`config.mk`:
```
export PLATFORM = sky130hd
export DESIGN_NAME = psum_collector
export DESIGN_NICKNAME = d
export VERILOG_FILES = /design/src/rtl/psum_collector.sv
export SDC_FILE = /design/constraint.sdc
export NUM_CORES = 1
export LEC_CHECK = 0
export CAP_MARGIN = 20
export CELL_PAD_IN_SITES_DETAIL_PLACEMENT = 1
export CELL_PAD_IN_SITES_GLOBAL_PLACEMENT = 1
export CORE_MARGIN = 10
export CORE_UTILIZATION = 50
export CTS_CLUSTER_DIAMETER = 60
export CTS_CLUSTER_SIZE = 8
export DETAILED_ROUTE_END_ITERATION = 10
export DONT_BUFFER_PORTS = 1
export PLACE_DENSITY_LB_ADDON = 0.1
export SLEW_MARGIN = 5
export SYNTH_ARGS = -nofsm -noshare
export SYNTH_HDL_FRONTEND = slang
export SYNTH_SLANG_ARGS = --single-unit
```
`constraint.sdc`:
```
create_clock -name clk -period 14.3 [get_ports clk]
set_input_delay 2.86 -clock clk [delete_from_list [all_inputs] [get_ports clk]]
set_output_delay 2.86 -clock clk [all_outputs]
set_load 0.005 [all_outputs]
```
`src/rtl/psum_collector.sv`:
```
// psum_collector: deskews per-column partial sums from the systolic array into
// aligned rows, buffers them in a FIFO and streams them out over valid/ready.
module psum_collector #(
  parameter int unsigned N          = 4,
  parameter int unsigned C_WIDTH    = 32,
  parameter int unsigned FIFO_DEPTH = 8,
  parameter int unsigned CNT_WIDTH  = 16
) (
  input  logic                   clk,
  input  logic                   rst,
  input  logic [C_WIDTH-1:0]     psum [N],
  input  logic [N-1:0]           valid_in,
  input  logic                   start,
  input  logic [CNT_WIDTH-1:0]   tile_rows,
  output logic [N*C_WIDTH-1:0]   out_data,
  output logic                   out_valid,
  input  logic                   out_ready,
  output logic                   out_last,
  output logic                   done,
  output logic                   busy,
  output logic                   overflow,
  output logic                   skew_err
);

  localparam int unsigned AW  = (FIFO_DEPTH > 1) ? $clog2(FIFO_DEPTH) : 1;
  localparam int unsigned CTW = AW + 1;
  localparam int unsigned RW  = N * C_WIDTH;

  typedef enum logic [1:0] {IDLE, COLLECT, DRAIN} state_t;

  state_t               state;
  logic [CNT_WIDTH-1:0] target;
  logic [CNT_WIDTH-1:0] rows_in;
  logic [CNT_WIDTH-1:0] rows_out;
  logic [AW-1:0]        wr_ptr;
  logic [AW-1:0]        rd_ptr;
  logic [CTW-1:0]       count;
  logic [RW-1:0]        mem [FIFO_DEPTH];

  logic [C_WIDTH-1:0]   al_data [N];
  logic [N-1:0]         al_valid;
  logic [RW-1:0]        row_data;

  logic                 row_ok;
  logic                 skew_mis;
  logic                 rd;
  logic                 accept;
  logic                 full;
  logic                 wr;
  logic                 load;
  logic [CTW-1:0]       count_nxt;
  logic [CNT_WIDTH-1:0] rows_out_nxt;
  logic [CNT_WIDTH-1:0] target_nxt;

  // Deskew: column c is delayed by N-1-c registers so all lanes of a row line up
  for (genvar c = 0; c < N; c++) begin : g_col
    localparam int unsigned L = N - 1 - c;
    if (L == 0) begin : g_pass
      assign al_data[c]  = psum[c];
      assign al_valid[c] = valid_in[c];
    end else begin : g_dly
      logic [C_WIDTH-1:0] d_sh [L];
      logic [L-1:0]       v_sh;
      // Shift data and valid of this column through its delay line
      always_ff @(posedge clk or negedge rst) begin
        if (!rst) begin
          for (int k = 0; k < int'(L); k++) d_sh[k] <= '0;
          v_sh <= '0;
        end else begin
          d_sh[0] <= psum[c];
          v_sh[0] <= valid_in[c];
          for (int k = 1; k < int'(L); k++) begin
            d_sh[k] <= d_sh[k-1];
            v_sh[k] <= v_sh[k-1];
          end
        end
      end
      assign al_data[c]  = d_sh[L-1];
      assign al_valid[c] = v_sh[L-1];
    end
  end

  // Pack aligned lanes into one row and derive handshake / FIFO controls
  always_comb begin
    row_data = '0;
    for (int c = 0; c < int'(N); c++) row_data[c*C_WIDTH +: C_WIDTH] = al_data[c];
    row_ok       = al_valid[0];
    skew_mis     = (|al_valid) && !(&al_valid);
    rd           = out_valid && out_ready;
    accept       = row_ok && (state == COLLECT);
    full         = (count == CTW'(FIFO_DEPTH));
    wr           = accept && (!full || rd);
    count_nxt    = count + CTW'(wr) - CTW'(rd);
    load         = (state == IDLE) && start && (tile_rows != '0);
    target_nxt   = load ? tile_rows : target;
    rows_out_nxt = load ? '0 : (rows_out + CNT_WIDTH'(rd));
  end

  // FIFO storage; contents need no reset because out_data is gated by out_valid
  always_ff @(posedge clk) begin
    if (wr) mem[wr_ptr] <= row_data;
  end

  // Tile FSM, FIFO pointers, row counters and registered status outputs
  always_ff @(posedge clk or negedge rst) begin
    if (!rst) begin
      state     <= IDLE;
      target    <= '0;
      rows_in   <= '0;
      rows_out  <= '0;
      wr_ptr    <= '0;
      rd_ptr    <= '0;
      count     <= '0;
      out_valid <= 1'b0;
      out_last  <= 1'b0;
      done      <= 1'b0;
      busy      <= 1'b0;
      overflow  <= 1'b0;
      skew_err  <= 1'b0;
    end else begin
      done     <= 1'b0;
      count    <= count_nxt;
      rows_out <= rows_out_nxt;
      target   <= target_nxt;
      if (wr) wr_ptr <= AW'(wr_ptr + 1'b1);
      if (rd) rd_ptr <= AW'(rd_ptr + 1'b1);
      if (skew_mis) skew_err <= 1'b1;
      out_valid <= (count_nxt != '0);
      out_last  <= (count_nxt != '0) && (rows_out_nxt == CNT_WIDTH'(target_nxt - 1'b1));
      case (state)
        IDLE: begin
          if (load) begin
            rows_in <= '0;
            busy    <= 1'b1;
            state   <= COLLECT;
          end
        end
        COLLECT: begin
          if (accept) begin
            rows_in <= CNT_WIDTH'(rows_in + 1'b1);
            if (full && !rd) overflow <= 1'b1;
            if (CNT_WIDTH'(rows_in + 1'b1) == target) state <= DRAIN;
          end
        end
        DRAIN: begin
          if (row_ok) skew_err <= 1'b1;
          if (count_nxt == '0) begin
            done  <= 1'b1;
            busy  <= 1'b0;
            state <= IDLE;
          end
        end
        default: state <= IDLE;
      endcase
    end
  end

  // Present the head row only while it is valid so an empty FIFO reads as zero
  assign out_data = out_valid ? mem[rd_ptr] : '0;

endmodule

```
==> impl_metrics.csv, run 1 <==
group,metric,value,unit
status,status,"finished clean",
global_routing,grt_pass1_wl,160.8,mm
setup_path,ff2ff_setup_slack,9.03,ns
sta,drv_slew,0,
global_routing,grt_pass1_vias,24472,
setup_path,crit_family,"buffers and inverters",
finish,ff_latch_area,0.03737,mm2
yosys,synthFlopType,"edfxtp_1",
flow_run,cap_viol_max_count,0,
global_routing,grt.busiest_layer,"met2",
yosys,synth_top_area_share,63.63,%
floorplanning,die-area,0.1095,mm2
finish,multi_input_area,0.01052,mm2
sta,post-route-period-util,51.63,%
yosys,ys_seq_area_share,77.30,%
yosys,synth.most_common_cell,"edfxtp_1",
drt,dr.pass1.iters,5,
sta,hold_viol_final,0,
global_routing,met2_usage,32.25,%
placed_design,dp_hpwl,55.42,mm
finish,area_growth,13.95,%
sta,skew,0.02502,ns
cts,postCtsSetupRepairBufs,0,
floorplanning,die_h,330.9,um
yosys,yosys_warnings,0,
drt,avgRoutedWirePerCell,27.99,um
cts,numCtsBuffers,180,
yosys,ys_seq_elements,1288,
worst_hold_path,hold_path.class,"reg2reg",
sta,rsz0062_at_grt,"no",
setup_path,critPathRequiredTime,11.44,ns
global_routing,antenna_found_initial,19,
sta,maxSlewHeadroom,23.45,%
setup_path,cpMaxStageDelayCell,"dfrtp_4",
setup_path,worst_path_largest_cell_delay,1.13,ns
drt,ant_nets,0,
drt,drc,0,
placed_design,gp_congestion,0.7993,
sta,setup_ws,6.917,ns
global_routing,grt_max_degree,265,
floorplanning,std_cell_rows,113,
cts,clkTransAtPathRegs,0.05,ns
yosys,synth_fp_nets,2473,
placed_design,placed_area,0.04981,mm2
sta,tightest_slew,1.148,ns
setup_path,critPathKind,"reg2out",
floorplanning,core,0.09544,mm2
power,p_leak,18.71,nW
cts,h-tree-depth,4,
setup_path,crit_path_start_kind,"flip-flop",
finish,layout-drive-gt1-share,20.37,%
sta,finalSetupViolations,0,
floorplanning,initial_core_util,50.64,%
drt,vias,21881,
finish,fill_cells,8108,
setup_path,path_max_fanout,130,
yosys,synth_area_leaders,"edfxtp_1, dfrtp_1, mux4_2, mux2i_1, nor2b_1",
cts,clockBufferDepth,3,
setup_path,crit_arrival,4.52,ns
global_routing,met1_usage,25.70,%
drt,drt_iter0_markers,1421,
floorplanning,fp.dieW,330.9,um
power,power.density,209.0,mW/mm2
yosys,synth_area_per_cell,20.93,um2
finish,final_cell_area,0.05507,mm2
cts,cts_root_buf,"clkbuf_16",
finish,postLayoutCoreUtil,57.70,%
cts,tritoncts,"done",
sta,fmax,135.5,MHz
drt,drt_wl_total,106.8,mm
setup_path,crit_buf_inv,2,
sta,fin_crit,7.383,ns
cts,ctsHoldBuffers,0,
cts,cts_num_sinks,1288,
yosys,synth_cells,2309,
yosys,synth.largest_area_cell,"edfxtp_1",
yosys,synth_area,0.04833,mm2
yosys,synth-edff-count,1024,
sta,fin_setup_tns,0,ns
cts,clock_latency,0.75,ns
yosys,async_flop_share,20.50,%
yosys,synth_common_cells,"edfxtp_1, dfrtp_1, mux4_2",
global_routing,met3_usage,5.939,%
cts,cts_resized,0,
finish,fin_nets,2573,
global_routing,grt_usage,19.79,%
drt,viasPerCell,5.736,
setup_path,critPathCaptureType,"primary output",
yosys,ys_types,70,
floorplanning,pin_count,286,
global_routing,overflow,0,
placed_design,dp_slack,7.647,ns
placed_design,numPortBuffers,0,
setup_path,crit_chain,"buf_12, buf_4, mux4_2, mux2i_1, nor2b_1",
power,peakVddDrop,0.1318,mV
-- cell usage in the layout (no fill, tap or decap), drive strengths merged, types with 4 or more instances in the layout --
cell	n
or3	4
xnor2	48
inv	23
nor3	15
or2	5
o31ai	6
ha	11
buf	22
mux2i	134
nand3	23
and3	7
nand4	10
clkbuf	309
nor2b	132
nand2	73
xor2	18
edfxtp	1024
and2	6
o21ai	34
mux4	256
a21oi	9
nor4	14
clkinv	5
mux2	6
nor3b	6
nor2	41
dfrtp	264
-- through the flow --
step | total power [mW] | hold slack, ns | std cells
after CTS | 11.72 | 0.3367 | 3812
after global placement | 7.706 | 0.3312 | 3491
final | 11.51 | 0.3372 | 3815
after detailed placement | 7.781 | 0.3356 | 3491
after global routing | 12.09 | 0.3425 | 3813
after floorplan | 6.972 | 0.3312 | 2309
-- report_power, final --
part	internal (mW)	switching, mW	leakage, nW
Combinational	1.21	1.50	3.79
Sequential	4.60	0.312	12.4
Clock	2.39	1.50	2.49
Total	8.19	3.31	18.7
-- flip-flops by register name, summed over array words and instances, names as in the netlist, 2 cells and up --
register	cells
mem	1024
al_data	64
g_col.g_dly.d_sh	128
count	4
rd_ptr	3
state	2
target	16
rows_out	16
g_col.g_dly.v_sh	6
rows_in	16
wr_ptr	3
-- worst register-to-register path, stage by stage, from the launching register on --
cell and delay [ns]:
dfrtp_4 0.77, buf_4 0.87, nand2_1 0.50, a31oi_1 0.62, nand2_1 0.31, nor3b_2 0.34
buf_4 0.58, buf_4 0.84
-- kinds of logic (layout without fill, tap and decap cells) --
logic type / count (synthesis) / after routing / share of synthesized area (%)
adder cells (fa/ha/maj): 12 / 12 / 0.3262
XOR/XNOR: 69 / 69 / 1.351
buffers and inverters: 121 / 360 / 1.023
AO/OA/AOI/OAI: 74 / 74 / 0.9786
other: 0 / 2 / 0
AND/OR/NAND/NOR: 349 / 349 / 4.179
multiplexers: 396 / 396 / 14.85
flip-flops: 1288 / 1288 / 77.30
-- layout make-up --
type,instances,share of cell area [%]
Antenna cell,2,0.009088
Clock buffer,309,9.232
Clock inverter,12,0.2567
Inverter,17,0.1159
Multi-Input combinational cell,900,19.11
Sequential cell,1288,67.86
Tap cell,1265,2.874
Timing Repair Buffer,22,0.5408
-- routing by layer --
metal  up-vias  wire (um)  share of wire, %
li1       9413          -                 -
met1     11775      44300                41
met2       506      53040                50
met3       169       7091               6.6
met4        18       2233               2.1
met5         -        101             0.095
-- final timing paths --
check	start	to	depth (start not counted)
max	rd_ptr[1]	out_data[19]	5
min	g_col[0].g_dly.d_sh[43]	al_data[107]	0
max reg2reg	out_valid	mem[3][35]	7
min reg2reg	g_col[0].g_dly.d_sh[43]	al_data[107]	0
max in group asynchronous	rst	g_col[2].g_dly.d_sh[5]	0
min in group asynchronous	rst	g_col[0].g_dly.d_sh[78]	0
(Power assumes the default switching activity.)
==> run 2, diff against run 1 <==
- clock period: 14.3 -> 6.4 ns (I/O delays scaled with it)
==> run 2 against run 1 <==
- flip-flop and latch count stayed put
- power increased by 120%
- register-to-register slack got worse by 6.9 ns
- design area rose by 0.35%
- worst setup slack worse by 5.2 ns
- via count increased by 0.62%
- highest routed layer unchanged
- global-route usage increased by 0.11 points
- clock-buffer cell count is 2 higher
==> impl_metrics.csv, run 2 (same netlist as run 1, synthesis figures left out) <==
group,metric,value,unit
status,status,"finished clean",
cts,clockBufferDepth,3,
drt,avgRoutedWirePerCell,28.12,um
sta,skew,0.02136,ns
cts,cts_num_sinks,1288,
finish,top_register,"mem",
placed_design,gp_congestion,0.8413,
sta,tightest_slew,1.091,ns
floorplanning,initial_core_util,50.64,%
finish,multi_input_area,0.01056,mm2
cts,tritoncts,"done",
sta,maxSlewHeadroom,27.24,%
sta,rsz0062_at_grt,"no",
finish,fill_cells,8046,
power,peakVddDrop,0.2788,mV
setup_path,critPathKind,"reg2out",
setup_path,ff2ff_setup_slack,2.16,ns
power,p_leak,18.84,nW
global_routing,grt_pass1_wl,162.0,mm
cts,ctsHoldBuffers,0,
worst_hold_path,hold_path.class,"in2async",
finish,ff_latch_area,0.03737,mm2
sta,holdWs,0.2456,ns
finish,area_growth,14.35,%
floorplanning,die_h,330.9,um
sta,setup_ws,1.767,ns
setup_path,path_max_fanout,68,
sta,fmax,215.8,MHz
setup_path,r2r_cells,14,
finish,layout-drive-gt1-share,20.93,%
power,internal-power,18.36,mW
cts,h-tree-depth,4,
power,p_clk_share,33.8,%
cts,cts_root_buf,"clkbuf_16",
floorplanning,std_cell_rows,113,
placed_design,numPortBuffers,0,
finish,fin_nets,2588,
placed_design,placed_area,0.05001,mm2
global_routing,overflow,0,
sta,drv_slew,0,
cts,clock_latency,0.75,ns
setup_path,crit_path_start_kind,"flip-flop",
drt,drt_wl_total,107.8,mm
global_routing,grt_pass1_vias,24619,
power,p_seq_share,42.5,%
setup_path,critPathCaptureType,"primary output",
global_routing,grt_usage,19.89,%
setup_path,r2r-start,"state[1]",
floorplanning,core,0.09544,mm2
floorplanning,fp.dieW,330.9,um
placed_design,dp_slack,1.750,ns
sta,post-route-period-util,72.40,%
cts,numCtsBuffers,180,
sta,hold_viol_final,0,
power,p_comb_share,23.7,%
drt,viasPerCell,5.743,
global_routing,grt_max_degree,265,
power,switching_share,28.98,%
drt,dr.pass1.iters,5,
cts,clkTransAtPathRegs,0.05,ns
drt,drt_iter0_markers,1573,
floorplanning,die-area,0.1095,mm2
floorplanning,pin_count,286,
sta,fin_crit,4.633,ns
setup_path,crit_arrival,3.35,ns
placed_design,dp_hpwl,58.16,mm
drt,ant_nets,0,
finish,final_common_cell,"edfxtp_1",
sta,finalSetupViolations,0,
drt,drc,0,
flow_run,cap_viol_max_count,0,
setup_path,r2r_end,"out_last",
finish,largest_reg_flops,1024,
finish,layout_common_cells,"edfxtp_1, dfrtp_1, mux4_2, clkbuf_16, mux2i_1",
cts,cts_resized,0,
power,power.density,467.8,mW/mm2
drt,vias,22017,
cts,postCtsSetupRepairBufs,0,
global_routing,antenna_found_initial,15,
setup_path,critPathRequiredTime,5.12,ns
finish,final_cell_area,0.05526,mm2
power,p_sw,7.491,mW
-- run 2: cell count changes in the layout (fill, tap and decap cells not counted), sizes merged --
cell	before	now
clkbuf	309	311
buf	22	37
clkinv	5	6
inv	23	24
clkinvlp	1	0
diode	2	3
-- run 2: routing by layer --
layer	vias to the layer above	global-route usage [%]	part of all wire, %
met5	-	0	0.079
met4	12	5.184	1.8
met3	162	5.939	6.6
met2	522	32.83	50
met1	11869	25.73	42
li1	9452	-	-
-- run 2: worst max-delay path by stage --
stage | startpoint | endpoint | slack (ns) | cells after the start
floorplan | out_ready | mem[6][0] | -1.59 | 4
global placement | tile_rows[11] | out_last | 1.99 | 13
detailed placement | tile_rows[0] | out_last | 1.75 | 13
CTS | rd_ptr[0] | out_data[21] | 1.59 | 4
global route | rd_ptr[0] | out_data[90] | 1.52 | 4
finish | rd_ptr[1] | out_data[35] | 1.77 | 4
-- run 2: layout make-up --
cell class / count / area share (%)
flip-flops and latches: 1288 / 67.63
multi-input cells: 900 / 19.11
clock buffers: 311 / 9.249
well taps: 1265 / 2.864
repair buffers: 37 / 0.7744
clock inverters: 13 / 0.2468
inverters: 17 / 0.1155
diodes: 3 / 0.01359
-- run 2: power groups by stage --
| stage | logic [mW] | registers (mW) | clock network, mW |
|---|---|---|---|
| finish | 6.12 | 11.0 | 8.73 |
| global route | 6.67 | 11.1 | 9.35 |
| CTS | 6.33 | 11.0 | 8.95 |
| detailed placement | 6.29 | 11.2 | 0 |
| global placement | 6.25 | 11.1 | 0 |
| floorplan | 4.65 | 10.8 | 0 |
-- run 2: metrics by stage --
stage / std cells / TNS (ns) / utilization, % / total power, mW
after floorplan: 2309 / -645.16 / - / 15.44
after global placement: 3507 / 0 / 52.40 / 17.34
after detailed placement: 3507 / 0 / 52.40 / 17.48
after CTS: 3831 / 0 / 57.90 / 26.31
after global routing: 3832 / 0 / 57.90 / 27.14
final: 3834 / 0 / 57.90 / 25.85
-- run 2: worst max-delay path: stages (launching register included) --
cell,delay [ns]
dfrtp_4,1.09
buf_4,0.61
mux4_2,0.31
mux2i_1,0.07
nor2b_1,0.45
